### config.mk
export PLATFORM = sky130hd
export DESIGN_NAME = ioctl_dip_sender
export DESIGN_NICKNAME = d
export VERILOG_FILES = /design/src/rtl/ioctl_dip_sender.sv
export SDC_FILE = /design/constraint.sdc
export NUM_CORES = 1
export LEC_CHECK = 0
export BUFFER_PORTS_ARGS = -buffer_cell sky130_fd_sc_hd__buf_4
export CORE_ASPECT_RATIO = 0.75
export CORE_MARGIN = 2
export CORE_UTILIZATION = 30
export DETAILED_ROUTE_END_ITERATION = 10
export GPL_TIMING_DRIVEN = 0
export PLACE_DENSITY = 0.5
export SLEW_MARGIN = 15
export SYNTH_ARGS = -nofsm -noshare
export SYNTH_HDL_FRONTEND = slang
export SYNTH_SLANG_ARGS = --single-unit
### constraint.sdc
create_clock -name clk_sys -period 3.5 [get_ports clk_sys]
set_input_delay 0.35 -clock clk_sys [delete_from_list [all_inputs] [get_ports clk_sys]]
set_output_delay 0.35 -clock clk_sys [all_outputs]
set_load 0.01 [all_outputs]
### src/rtl/ioctl_dip_sender.sv
// Replays a DIP-switch image as an hps_io-style ioctl download burst at INDEX,
// one byte strobe per WRITE, separated by GAP idle cycles.
module ioctl_dip_sender #(
  parameter int unsigned NBYTES = 8,
  parameter int unsigned GAP    = 4,
  parameter int unsigned INDEX  = 254
) (
  input  logic                  clk_sys,
  input  logic                  reset,
  input  logic                  start,
  input  logic [8*NBYTES-1:0]   dip_data,
  input  logic                  ioctl_wait,
  output logic                  busy,
  output logic                  done,
  output logic                  ioctl_download,
  output logic [15:0]           ioctl_index,
  output logic                  ioctl_wr,
  output logic [26:0]           ioctl_addr,
  output logic [7:0]            ioctl_dout
);

  localparam int unsigned AW = $clog2(NBYTES) + 1;
  localparam int unsigned GW = $clog2(GAP + 1);
  localparam logic [AW-1:0] LastAddr = AW'(NBYTES - 1);
  localparam logic [GW-1:0] GapLast  = GW'(GAP - 1);

  typedef enum logic [2:0] {
    StIdle,
    StSetup,
    StWrite,
    StGap,
    StFinish
  } state_e;

  state_e                state_q;
  logic [AW-1:0]         addr_q;
  logic [GW-1:0]         gap_q;
  logic [8*NBYTES-1:0]   dip_q;
  logic [8*NBYTES-1:0]   dip_next;

  // The latched image is shifted down so the next byte is always in the low lane.
  assign dip_next   = dip_q >> 8;
  assign ioctl_addr = 27'(addr_q);

  always_ff @(posedge clk_sys) begin
    if (reset) begin
      state_q        <= StIdle;
      addr_q         <= '0;
      gap_q          <= '0;
      dip_q          <= '0;
      busy           <= 1'b0;
      done           <= 1'b0;
      ioctl_download <= 1'b0;
      ioctl_index    <= '0;
      ioctl_wr       <= 1'b0;
      ioctl_dout     <= '0;
    end else begin
      done     <= 1'b0;
      ioctl_wr <= 1'b0;
      unique case (state_q)
        StIdle: begin
          if (start) begin
            state_q        <= StSetup;
            dip_q          <= dip_data;
            busy           <= 1'b1;
            ioctl_download <= 1'b1;
            ioctl_index    <= 16'(INDEX);
            addr_q         <= '0;
            ioctl_dout     <= dip_data[7:0];
          end
        end
        StSetup: begin
          if (!ioctl_wait) begin
            state_q  <= StWrite;
            ioctl_wr <= 1'b1;
          end
        end
        StWrite: begin
          if (addr_q == LastAddr) begin
            state_q <= StFinish;
          end else begin
            state_q    <= StGap;
            gap_q      <= '0;
            addr_q     <= addr_q + 1'b1;
            dip_q      <= dip_next;
            ioctl_dout <= dip_next[7:0];
          end
        end
        StGap: begin
          // Counter saturates at GapLast while the receiver stalls.
          if (gap_q == GapLast) begin
            if (!ioctl_wait) begin
              state_q  <= StWrite;
              ioctl_wr <= 1'b1;
            end
          end else begin
            gap_q <= gap_q + 1'b1;
          end
        end
        StFinish: begin
          state_q        <= StIdle;
          done           <= 1'b1;
          busy           <= 1'b0;
          ioctl_download <= 1'b0;
          ioctl_index    <= '0;
        end
        default: state_q <= StIdle;
      endcase
    end
  end

endmodule

# After elaboration in Yosys (flattened, before gate mapping)
# Index checks and enable logic that the tools add are counted.
[op_classes] addsub=2 eq_ne=10 muxes=25 reduce_logical=8
[ops] operator="$mux 64" n=2
[ops] operator="$pmux 64 s2" n=1
[ops] operator="$pmux 16 s2" n=1
[ops] operator="$mux 3" n=6
[ops] operator="$mux 16" n=1
[ops] operator="$mux 8" n=2
[ops] operator="$pmux 8 s2" n=1
[ops] operator="$pmux 3 s4" n=1
[ops] operator="$eq 3x2->1 const B" n=3
[ops] operator="$mux 4" n=2
[ops] operator="$ne 2x2->1 const B" n=4
[ops] operator="$pmux 4 s2" n=1
[ops] operator="$pmux 3 s2" n=1
[ops] operator="$reduce_and 3->1" n=2
[ops] operator="$reduce_bool 2->1" n=3
[ops] operator="$add 4x1->4 const B" n=1
[ops] operator="$eq 4x3->1 const B" n=1
[ops] operator="$mux 1" n=4
[ops] operator="$pmux 1 s2" n=2
[ops] operator="$reduce_and 2->1" n=2
[ops] operator="$add 3x1->3 const B" n=1
[ops] operator="$eq 3x1->1 const B" n=1
[ops] operator="$eq 3x3->1 const B" n=1
[ops] operator="$logic_not 3->1" n=1
[word_totals] ff_bits=101 in_bits=68 out_inout_bits=55 elab_cells=54

# Longest topological paths before layout
# Gate-level depths: netlist of run 1.
[logic_depth] word_depth=3 depth_mapped=8 depth_no_buf=6

# Worst setup path before layout of run 1
# OpenSTA, ideal clock, no wires.
[synth_timing] path_type="reg2reg" startpoint="register addr_q[0]" endpoint="register dip_q[50]" setup_time_ns=0.146 arrival_time_ns=1.474 required_ns=3.354 slack_ns=1.880 stages_incl_launch_ff=9 n_path_buf=3 period_less_slack_ns=1.620 cell_sequence="dfxtp_1 > ha_1 > nand4b_4 > and3_1 > buf_2 > buf_6 > buf_6 > nor2_1 > a211oi_2"
[synth_between] elab_chain_len=3
[synth_lines] item="start, declared" line_no="36" rtl="logic [AW-1:0] addr_q;"
[synth_lines] item="start signal, assigned" line_no="84" rtl="addr_q <= addr_q + 1'b1;"
[synth_lines] item="$eq 4x3->1" line_no="79" rtl="if (addr_q == LastAddr) begin"
[synth_lines] item="$ne 2x2->1 (no line)"
[synth_lines] item="$reduce_and 3->1 (no line)"
[synth_lines] item="end signal, assigned" line_no="64" rtl="dip_q <= dip_data;"
[synth_lines] item="end signal, assigned" line_no="85" rtl="dip_q <= dip_next;"
[synth_lines] item="end, declared" line_no="38" rtl="logic [8*NBYTES-1:0] dip_q;"
# Every way passes these cells.
# A chain may end at the register's enable or synchronous reset.

# Worst setup path in the final report of run 1
[layout_timing] startpoint="register addr_q[0]" endpoint="register ioctl_dout[4]"
[layout_between] elab_chain_len=3
[layout_lines] item="$eq 4x3->1" line_no="79"
[layout_lines] item="$ne 2x2->1 (no line)"
[layout_lines] item="$reduce_and 3->1 (no line)"
[layout_lines] item="end signal, assigned" line_no="69" rtl="ioctl_dout <= dip_data[7:0];"
[layout_lines] item="end signal, assigned" line_no="86" rtl="ioctl_dout <= dip_next[7:0];"
[layout_lines] item="end, declared" line_no="19" rtl="output logic [7:0] ioctl_dout"
# Every way passes these cells.

==> results of run 1 <==
## cell usage after synthesis (all sizes together) (3+ instances only)
library cell	count	share of area
inv	3	0.0030
ha	3	0.010
nand3	7	0.0093
buf	76	0.14
dfxtp	77	0.41
a21oi	62	0.082
nand2	60	0.060
nor3	3	0.0040
nor2	65	0.066
a22o	8	0.019
clkbuf	9	0.0090
a211oi	55	0.14
## through the flow
stage | util | total power, mW | instances | cell area (um2)
4_1_cts | 0.4152 | 2.617 | 752 | 5091
6_report | 0.4152 | 2.590 | 752 | 5091
3_3_place_gp | 0.3880 | 1.558 | 736 | 4757
5_1_grt | 0.4152 | 2.726 | 752 | 5091
2_1_floorplan | - | 1.380 | 481 | 3881
3_5_place_dp | 0.3880 | 1.565 | 736 | 4757
## where the power goes
group          switching (mW)  internal (mW)  total, mW
clock network           0.379          0.665       1.04
logic                   0.278          0.252      0.530
registers              0.0533          0.962       1.02
## final cells by class
| cell class | count | area share |
|---|---|---|
| Buffer | 85 | 0.1138 |
| Clock buffer | 11 | 0.04964 |
| Clock inverter | 5 | 0.01597 |
| Inverter | 3 | 0.002212 |
| Multi-Input combinational cell | 316 | 0.3436 |
| Sequential cell | 77 | 0.3028 |
| Tap cell | 166 | 0.04080 |
| Timing Repair Buffer | 89 | 0.1312 |
## flip-flops by register name, indices dropped and copies added (netlist names)
signal,count
ioctl_index,1
state_q,3
done,1
dip_q,57
gap_q,3
ioctl_wr,1
ioctl_dout,7
addr_q,4
## cells by family after synthesis
family                     after synthesis  synth area share
and+or+nand+nor                        150            0.1732
buffers and inverters                   88            0.1569
other                                    1         0.0009961
adders and majority gates                3          0.009971
AOI/OAI and AO/OA                      130            0.2466
muxes                                    1          0.002991
DFF                                     77            0.4094
## routing by layer
layer | GRT usage | vias up | routed length [um]
met1 | 0.2262 | 1504 | 5562
li1 | - | 1735 | -
met2 | 0.2276 | 92 | 4142
met4 | 0.04992 | 0 | 174
met3 | 0.04676 | 12 | 557
met5 | 0 | - | 0
## final timing paths
| path | from | endpoint | slack, ns | cells past startpoint |
|---|---|---|---|---|
| max | addr_q[0] | ioctl_dout[4] | 1.64 | 7 |
| min | dip_data[63] | dip_q[63] | 0.23 | 2 |
| max reg2reg | addr_q[0] | ioctl_dout[4] | 1.64 | 7 |
| min reg2reg | gap_q[1] | gap_q[1] | 0.48 | 2 |
==> summary.txt, run 1 <==
Outcome
  • Status: complete, no violations

Floorplan
  • Cell Rows: 35
  • Die Y: 101.0 um
  • Die width: 133.4 um
  • Core Area: 12260 um2
  • Die ar.: 13470 um2
  • Initial Utilization: 0.3070
  • IO Pins: 123

Layout
  • Ant diodes: 0
  • Most common cell after layout, fill and taps aside: buf_4
  • Commonest cells after routing, fill and taps aside: buf_4 (142), dfxtp_1 (77), nor2_1 (63)
  • Share of cells above drive strength 1: 0.3447
  • Filler instances: 1268
  • Register area: 1541 um2
  • Area grow syn2layout: 35.23%
  • Area of the multi-input gates: 1749 um2
  • Nets: 652

Synthesis
  • Asr flop ratio synth: 0
  • Sequential area share after synthesis: 0.4094
  • Cell area after synthesis: 3765 um2
  • Synth unique cells: 36
  • Seq cells post-synth: 77
  • Top FF cell, synth: dfxtp_1
  • Syn. warnings: 0
  • EDFF count, synth: 0
  • Mean post-synth cell area: 8.366 um2
  • Gate Count Post-Synth: 450

Global routing
  • First-pass GRT wire length: 16.82 mm
  • Initial antenna violation count: 0
  • Overflow after GRT: 0
  • Vias in the first global route: 3350
  • Gr usage total: 0.1583
  • Largest net degree at the start of global routing: 14

Placement
  • PortBufs: 89
  • Pre-CTS setup slack: 1.493 ns
  • Gpl congestion: 0.8211
  • HPWL Detailed: 7.770 mm

Setup path
  • Critical path's slowest cell: dfxtp_1
  • Nature of the critical path endpoint: flip-flop
  • Critical path type: reg -> reg
  • Critical path data required time: 3.75 ns
  • Crit path max fanout: 10
  • Sequence of cells on the critical path: ha_1, nand4b_4, nand3_1, buf_4, buf_2, a21oi_1, a211oi_2
  • Critical path arrival: 2.11 ns
  • Crit path buffers/inverters: 2
  • Crit path largest cell delay: 0.38 ns
  • Critical path startpoint category: flip-flop
  • Top delay family on crit path: buffers and inverters

Clock network
  • CTS H-tree lvls: 3
  • CTS tree: yes
  • CTS Buffer Depth: 2
  • # resized after CTS: 0
  • Post-CTS Setup Bufs: 0
  • CTS clk-pin slew, worst paths: 0.06 ns
  • Clock sinks: 77
  • Hold_buf cts: 0
  • Clk_lat worst skew: 0.33 ns
  • Root Driver: clkbuf_16
  • Total CTS buffers: 9

STA
  • Setup violation total in the final timing report: 0
  • Transition time of the tightest slew-check pin: 0.7836 ns
  • Hold Fails Final Rpt: 0
  • Slew HR: 0.4776
  • Post-layout min period: 1.857 ns
  • Slew Viols, Final: 0
  • Setup TNS: 0 ns
  • Clk_skew: 0.004217 ns
  • RSZ-0062 raised after global routing: no
  • Crit share post-route: 0.5306
  • Hold_ws: 0.2273 ns
  • Setup ws final: 1.643 ns
  • FMAX: 538.5 MHz

Power
  • Pleak: 2.411 nW
  • PD cells: 508.6 nW/um2
  • VDD IR max: 0.2890 mV

Detailed routing
  • Via count: 3343
  • DR iter-0 viols: 216
  • Final WL: 10.44 mm
  • Remaining DRCs: 0
  • Antenna Nets Post-Route: 0
  • Wire length per cell: 13.88 um
  • Via density per instance: 4.445
  • DR pass1 iterations: 4

Job
  • Maxcap violations: 0

Worst hold path
  • Hold Crit Class: in -> reg
Note: power is estimated with default switching activity, not from simulation.
==> inputs of run 2 (changes only) <==
--- a/config.mk
+++ b/config.mk
@@ -11,7 +11,7 @@
 export CORE_UTILIZATION = 30
 export DETAILED_ROUTE_END_ITERATION = 10
 export GPL_TIMING_DRIVEN = 0
-export PLACE_DENSITY = 0.5
+export PLACE_DENSITY = 0.52
 export SLEW_MARGIN = 15
 export SYNTH_ARGS = -nofsm -noshare
 export SYNTH_HDL_FRONTEND = slang
==> constraint.sdc (replaced) <==
create_clock -name clk_sys -period 1.5 [get_ports clk_sys]
set_input_delay 0.15 -clock clk_sys [delete_from_list [all_inputs] [get_ports clk_sys]]
set_output_delay 0.15 -clock clk_sys [all_outputs]
set_load 0.01 [all_outputs]
==> summary.txt, run 2 (synthesis results as in run 1) <==
Power
  • Internal: 4.648 mW (+150%)
  • Switch Pwr: 1.684 mW (+140%)
  • Design Power: 6.332 mW (+140%)
  • Seq pwr share: 0.378 (-0.014)
  • Pleak: 2.567 nW (+6.4%)
  • Clk pwr share: 0.388 (-0.015)
  • PD cells: 1132 nW/um2 (+120%)
  • VDD IR max: 0.5527 mV (+91%)
  • Combinational group share of total power: 0.234 (+0.029)
  • Switching portion of total power: 0.2660 (-0.008325)

Floorplan
  • Initial Utilization: 0.3070 (unchanged)
  • Core Area: 12260 um2 (unchanged)
  • IO Pins: 123 (unchanged)
  • Die Y: 101.0 um (unchanged)
  • Die width: 133.4 um (unchanged)
  • Cell Rows: 35 (unchanged)
  • Die ar.: 13470 um2 (unchanged)

Layout
  • Most common cell after layout, fill and taps aside: buf_4
  • Commonest cells after routing, fill and taps aside: buf_4 (148), dfxtp_1 (72), nand2_1 (60)
  • Ant diodes: 0 (unchanged)
  • Filler instances: 1257 (-0.87%)
  • Nets: 665 (+2.0%)
  • Share of cells above drive strength 1: 0.4405 (+0.09583)
  • Final core utilization: 0.4561 (+0.04092)
  • Max reg flops: 57 (unchanged)
  • Final instance area: 5593 um2 (+9.9%)
  • Finished Layout Cells: 763 (+1.5%)
  • Area grow syn2layout: 48.55%
  • Biggest regs: dip_q: 57 flops, ioctl_dout: 7 flops, addr_q: 4 flops
  • Largest reg by FF count: dip_q

STA
  • Crit share post-route: 0.9959 (+0.4654)
  • Clk_skew: 0.008008 ns (+0.003791 ns)
  • Transition time of the tightest slew-check pin: 0.7461 ns (-0.03748 ns)
  • FMAX: 669.4 MHz (+24%)
  • Slew Viols, Final: 0 (unchanged)
  • Setup ws final: 0.006093 ns (-1.637 ns)
  • RSZ-0062 raised after global routing: yes
  • Hold Fails Final Rpt: 0 (unchanged)
  • Post-layout min period: 1.494 ns (-0.3630 ns)
  • Setup violation total in the final timing report: 0 (unchanged)
  • Slew HR: 0.5026 (+0.02499)

Worst hold path
  • Hold Crit Class: in -> reg

Setup path
  • Critical path type: reg -> reg
  • Worst Reg-to-Reg Cells: 7 (unchanged)
  • Critical path arrival: 1.73 ns (-0.38 ns)
  • Critical path startpoint category: flip-flop
  • Reg-to-Reg Start: addr_q[1]
  • RR Endpoint: dip_q[16]
  • Flop-to-flop setup slack: 0.006 ns (-1.64 ns)
  • Critical Path Start: addr_q[1]
  • Critical path data required time: 1.74 ns (-2.01 ns)
  • Worst Setup EP: dip_q[16]
  • Crit path max fanout: 7 (-3)
  • Nature of the critical path endpoint: flip-flop

Placement
  • HPWL Detailed: 7.882 mm (+1.4%)
  • Placed cell count: 736 (unchanged)
  • PortBufs: 89 (unchanged)
  • Dpl cell area: 4772 um2 (+0.32%)
  • Gpl congestion: 0.8208 (about the same)
  • Pre-CTS setup slack: -0.2601 ns (-1.753 ns)

Global routing
  • First-pass GRT wire length: 17.02 mm (+1.2%)
  • Largest net degree at the start of global routing: 13 (-1)
  • Gr usage total: 0.1598 (+0.001506)
  • Overflow after GRT: 0 (unchanged)
  • Vias in the first global route: 3433 (+2.5%)
  • Initial antenna violation count: 0 (unchanged)

Clock network
  • Clock sinks: 77 (unchanged)
  • CTS H-tree lvls: 3 (unchanged)
  • Root Driver: clkbuf_16
  • CTS clk-pin slew, worst paths: 0.06 ns (about the same)
  • Clk_lat worst skew: 0.33 ns (about the same)
  • CTS Buffer Depth: 2 (unchanged)
  • CTS tree: yes
  • Total CTS buffers: 9 (unchanged)

Detailed routing
  • Wire length per cell: 14.25 um (+2.7%)
  • DR pass1 iterations: 5 (+1)
  • Via count: 3446 (+3.1%)
  • Final WL: 10.88 mm (+4.2%)
  • Remaining DRCs: 0 (unchanged)
  • Via density per instance: 4.516 (+1.6%)
  • Antenna Nets Post-Route: 0 (unchanged)
  • DR iter-0 viols: 154 (-29%)

Outcome
  • Status: complete, no violations

Job
  • Maxcap violations: 0 (unchanged)
==> run 2: timing repair <==
item / 4_1_cts / 5_1_grt
resized for setup: 46 / 50
gates cloned: 0 / 3
setup endpoints to repair: 62 / 63
setup buffers: 7 / 5
hold buffers: 0 / 0
pin swaps: 2 / 20
==> run 2: routing by layer <==
metal  routed length (um)  track usage
met1                 5365       0.2199
met2                 4708       0.2502
met3                  614      0.03871
met4                  189      0.04501
met5                    0            0
==> run 2: worst min-delay path by stage <==
stage / startpoint / endpoint / slack [ns] / depth (start not counted)
2_1_floorplan: dip_data[56] / dip_q[56] / 0.28 / 1
3_3_place_gp: dip_data[58] / dip_q[58] / 0.37 / 2
3_5_place_dp: dip_data[57] / dip_q[57] / 0.37 / 2
4_1_cts: dip_data[62] / dip_q[62] / 0.02 / 2
5_1_grt: dip_data[63] / dip_q[63] / 0.04 / 2
6_report: dip_data[62] / dip_q[62] / 0.03 / 2
==> run 2: critical path: stages, from the launching register on <==
cell	delay (ns)
dfxtp_4	0.35
ha_4	0.17
nand4b_4	0.10
and3_4	0.29
buf_8	0.16
buf_6	0.11
nor2_2	0.03
a211oi_1	0.19
==> run 2: power by group through the flow <==
stage                     combinational (mW)  sequential [mW]  clock [mW]
after floorplan                        0.849             2.37           0
after global placement                  1.23             2.40           0
after detailed placement                1.24             2.41           0
after CTS                               1.34             2.38        2.51
after global routing                    1.63             2.41        2.59
final                                   1.48             2.39        2.46
==> run 2: area by class of cell <==
type	count	area (um2)	area share
Clock buffer	10	239.0	0.04273
Inverter	3	11.26	0.002013
Clock inverter	4	97.59	0.01745
Tap cell	166	207.7	0.03714
Multi-Input combinational cell	316	1966	0.3515
Sequential cell	77	1558	0.2785
Buffer	83	673.1	0.1204
Timing Repair Buffer	104	840.8	0.1503
==> run 2: stage by stage <==
step | TNS, ns | hold slack, ns
final | 0 | 0.03419
after global routing | -1.361 | 0.04342
after CTS | -0.5002 | 0.02368
after detailed placement | -9.524 | 0.3696
after global placement | -8.699 | 0.3663
after floorplan | 0 | 0.2757
==> inputs of run 3 (changes only) <==
--- a/config.mk
+++ b/config.mk
@@ -11,7 +11,7 @@
 export CORE_UTILIZATION = 30
 export DETAILED_ROUTE_END_ITERATION = 10
 export GPL_TIMING_DRIVEN = 0
-export PLACE_DENSITY = 0.52
+export PLACE_DENSITY = 0.5
 export SLEW_MARGIN = 15
 export SYNTH_ARGS = -nofsm -noshare
 export SYNTH_HDL_FRONTEND = slang
==> constraint.sdc (replaced) <==
create_clock -name clk_sys -period 1.4 [get_ports clk_sys]
set_input_delay 0.14 -clock clk_sys [delete_from_list [all_inputs] [get_ports clk_sys]]
set_output_delay 0.14 -clock clk_sys [all_outputs]
set_load 0.01 [all_outputs]
==> summary.txt, run 3 (synthesis results as in run 1) <==
Outcome
  • Status: complete, but fails checks
  • Failing checks: negative setup slack

Power
  • Seq pwr share: 0.369 (-0.009)
  • Switch Pwr: 1.927 mW (+14%)
  • Design Power: 6.973 mW (+10%)
  • Internal: 5.046 mW (+8.6%)
  • PD cells: 1149 nW/um2 (+1.5%)
  • Pleak: 2.709 nW (+5.5%)
  • Clk pwr share: 0.370 (-0.018)
  • VDD IR max: 0.8020 mV (+45%)
  • Switching portion of total power: 0.2763 (+0.01035)
  • Combinational group share of total power: 0.261 (+0.027)

STA
  • Slew Viols, Final: 0 (unchanged)
  • Crit share post-route: 1.079 (+0.08291)
  • Setup ws final: -0.1104 ns (-0.1165 ns)
  • Hold Fails Final Rpt: 0 (unchanged)
  • Setup TNS: -2.769 ns (-2.769 ns)
  • Setup violation total in the final timing report: 68 (+68)
  • Slew HR: 0.4841 (-0.01843)
  • RSZ-0062 raised after global routing: yes
  • Hold_ws: 0.02583 ns (-0.008356 ns)
  • Clk_skew: 0.006589 ns (-0.001419 ns)
  • Post-layout min period: 1.510 ns (+0.01648 ns)
  • Transition time of the tightest slew-check pin: 0.7738 ns (+0.02765 ns)
  • FMAX: 662.1 MHz (-1.1%)

Floorplan
  • Die width: 133.4 um (unchanged)
  • Core Area: 12260 um2 (unchanged)
  • Die ar.: 13470 um2 (unchanged)
  • Cell Rows: 35 (unchanged)
  • Initial Utilization: 0.3070 (unchanged)
  • IO Pins: 123 (unchanged)
  • Die Y: 101.0 um (unchanged)

Setup path
  • Critical path data required time: 1.63 ns (-0.11 ns)
  • Critical path startpoint category: flip-flop
  • Crit path max fanout: 6 (-1)
  • Critical path arrival: 1.74 ns (about the same)
  • Critical path type: reg -> reg
  • Nature of the critical path endpoint: flip-flop

Layout
  • Max reg flops: 57 (unchanged)
  • Most common cell after layout, fill and taps aside: buf_4
  • Nets: 675 (+1.5%)
  • Biggest regs: dip_q: 57 flops, ioctl_dout: 7 flops, addr_q: 4 flops
  • Largest reg by FF count: dip_q
  • Area grow syn2layout: 61.15%
  • Ant diodes: 0 (unchanged)
  • Final core utilization: 0.4948 (+0.03867)
  • Commonest cells after routing, fill and taps aside: buf_4 (157), dfxtp_1 (69), nor2_1 (46)
  • Share of cells above drive strength 1: 0.5206 (+0.08006)

Clock network
  • Root Driver: clkbuf_16
  • Clock sinks: 77 (unchanged)
  • CTS clk-pin slew, worst paths: 0.06 ns (about the same)
  • Clk_lat worst skew: 0.33 ns (about the same)
  • CTS tree: yes
  • CTS H-tree lvls: 3 (unchanged)
  • CTS Buffer Depth: 2 (unchanged)
  • Total CTS buffers: 9 (unchanged)

Detailed routing
  • Via density per instance: 4.532 (+0.34%)
  • Final WL: 11.07 mm (+1.8%)
  • Via count: 3503 (+1.7%)
  • Remaining DRCs: 0 (unchanged)
  • Antenna Nets Post-Route: 0 (unchanged)
  • Wire length per cell: 14.33 um (+0.50%)
  • DR pass1 iterations: 4 (-1)
  • DR iter-0 viols: 116 (-25%)

Global routing
  • Overflow after GRT: 0 (unchanged)
  • First-pass GRT wire length: 17.08 mm (+0.41%)
  • Initial antenna violation count: 0 (unchanged)
  • Largest net degree at the start of global routing: 13 (unchanged)
  • Gr usage total: 0.1598 (about the same)
  • Vias in the first global route: 3444 (+0.32%)

Placement
  • HPWL Detailed: 7.791 mm (-1.1%)
  • PortBufs: 89 (unchanged)
  • Gpl congestion: 0.8104 (-1.3%)

Job
  • Maxcap violations: 0 (unchanged)

Worst hold path
  • Hold Crit Class: in -> reg
==> run 3: cell types whose count changed in the layout (fill, tap and decap cells not counted), sizes merged <==
| cell | delta |
|---|---|
| buf | +9 |
| bufbuf | +1 |
| clkbuf | +1 |
| bufinv | -1 |
==> run 3: worst max-delay path, stage by stage (launching register included) <==
cell and delay, ns:
dfxtp_4 0.35, ha_4 0.17, nand4b_4 0.12, and3_4 0.25, buf_8 0.16, buf_8 0.13, nor2_4 0.03, a311oi_1 0.20
==> run 3: power groups by stage <==
| stage | clock, mW | sequential (mW) | combinational [mW] |
|---|---|---|---|
| detailed placement | 0 | 2.60 | 1.41 |
| global placement | 0 | 2.59 | 1.39 |
| floorplan | 0 | 2.56 | 0.981 |
| CTS | 2.63 | 2.56 | 1.67 |
| global route | 2.72 | 2.60 | 1.97 |
| finish | 2.58 | 2.57 | 1.82 |
==> run 3: timing repair <==
action                     CTS  global route
pin swaps                   12            24
resized for setup           82            56
cloned                       3             4
hold buffers                 0             0
setup buffers               17             3
setup endpoints to repair   70            72
==> run 3: worst paths after layout <==
path	from	end	slack [ns]	cells past startpoint
worst min register to register	dip_q[20]	dip_q[12]	0.50	2
worst min-delay path	dip_data[57]	dip_q[57]	0.03	2
worst max register to register	addr_q[0]	dip_q[12]	-0.11	7
worst max-delay path	addr_q[0]	dip_q[12]	-0.11	7
==> run 3: layout make-up <==
class	instances	area (um2)
Buffer	82	693.2
Clock buffer	11	264.0
Clock inverter	3	67.56
Fill cell	1177	6195
Inverter	3	11.26
Multi-Input combinational cell	316	2257
Sequential cell	77	1564
Tap cell	166	207.7
Timing Repair Buffer	115	1002
==> run 3: layer usage <==
| layer | routed length, um | track usage | vias up |
|---|---|---|---|
| li1 | - | - | 1780 |
| met1 | 5520 | 0.2213 | 1622 |
| met2 | 4821 | 0.2506 | 92 |
| met3 | 606 | 0.03871 | 9 |
| met4 | 127 | 0.04010 | 0 |
| met5 | 0 | 0 | - |
==> run 3: through the flow <==
step | worst slack [ns] | cell area (um2) | std cells
2_1_floorplan | -0.02822 | 4040 | 481
3_3_place_gp | -0.3225 | 4916 | 736
3_5_place_dp | -0.3290 | 4916 | 736
4_1_cts | -0.08671 | 5739 | 767
5_1_grt | -0.1572 | 6067 | 773
6_report | -0.1104 | 6067 | 773
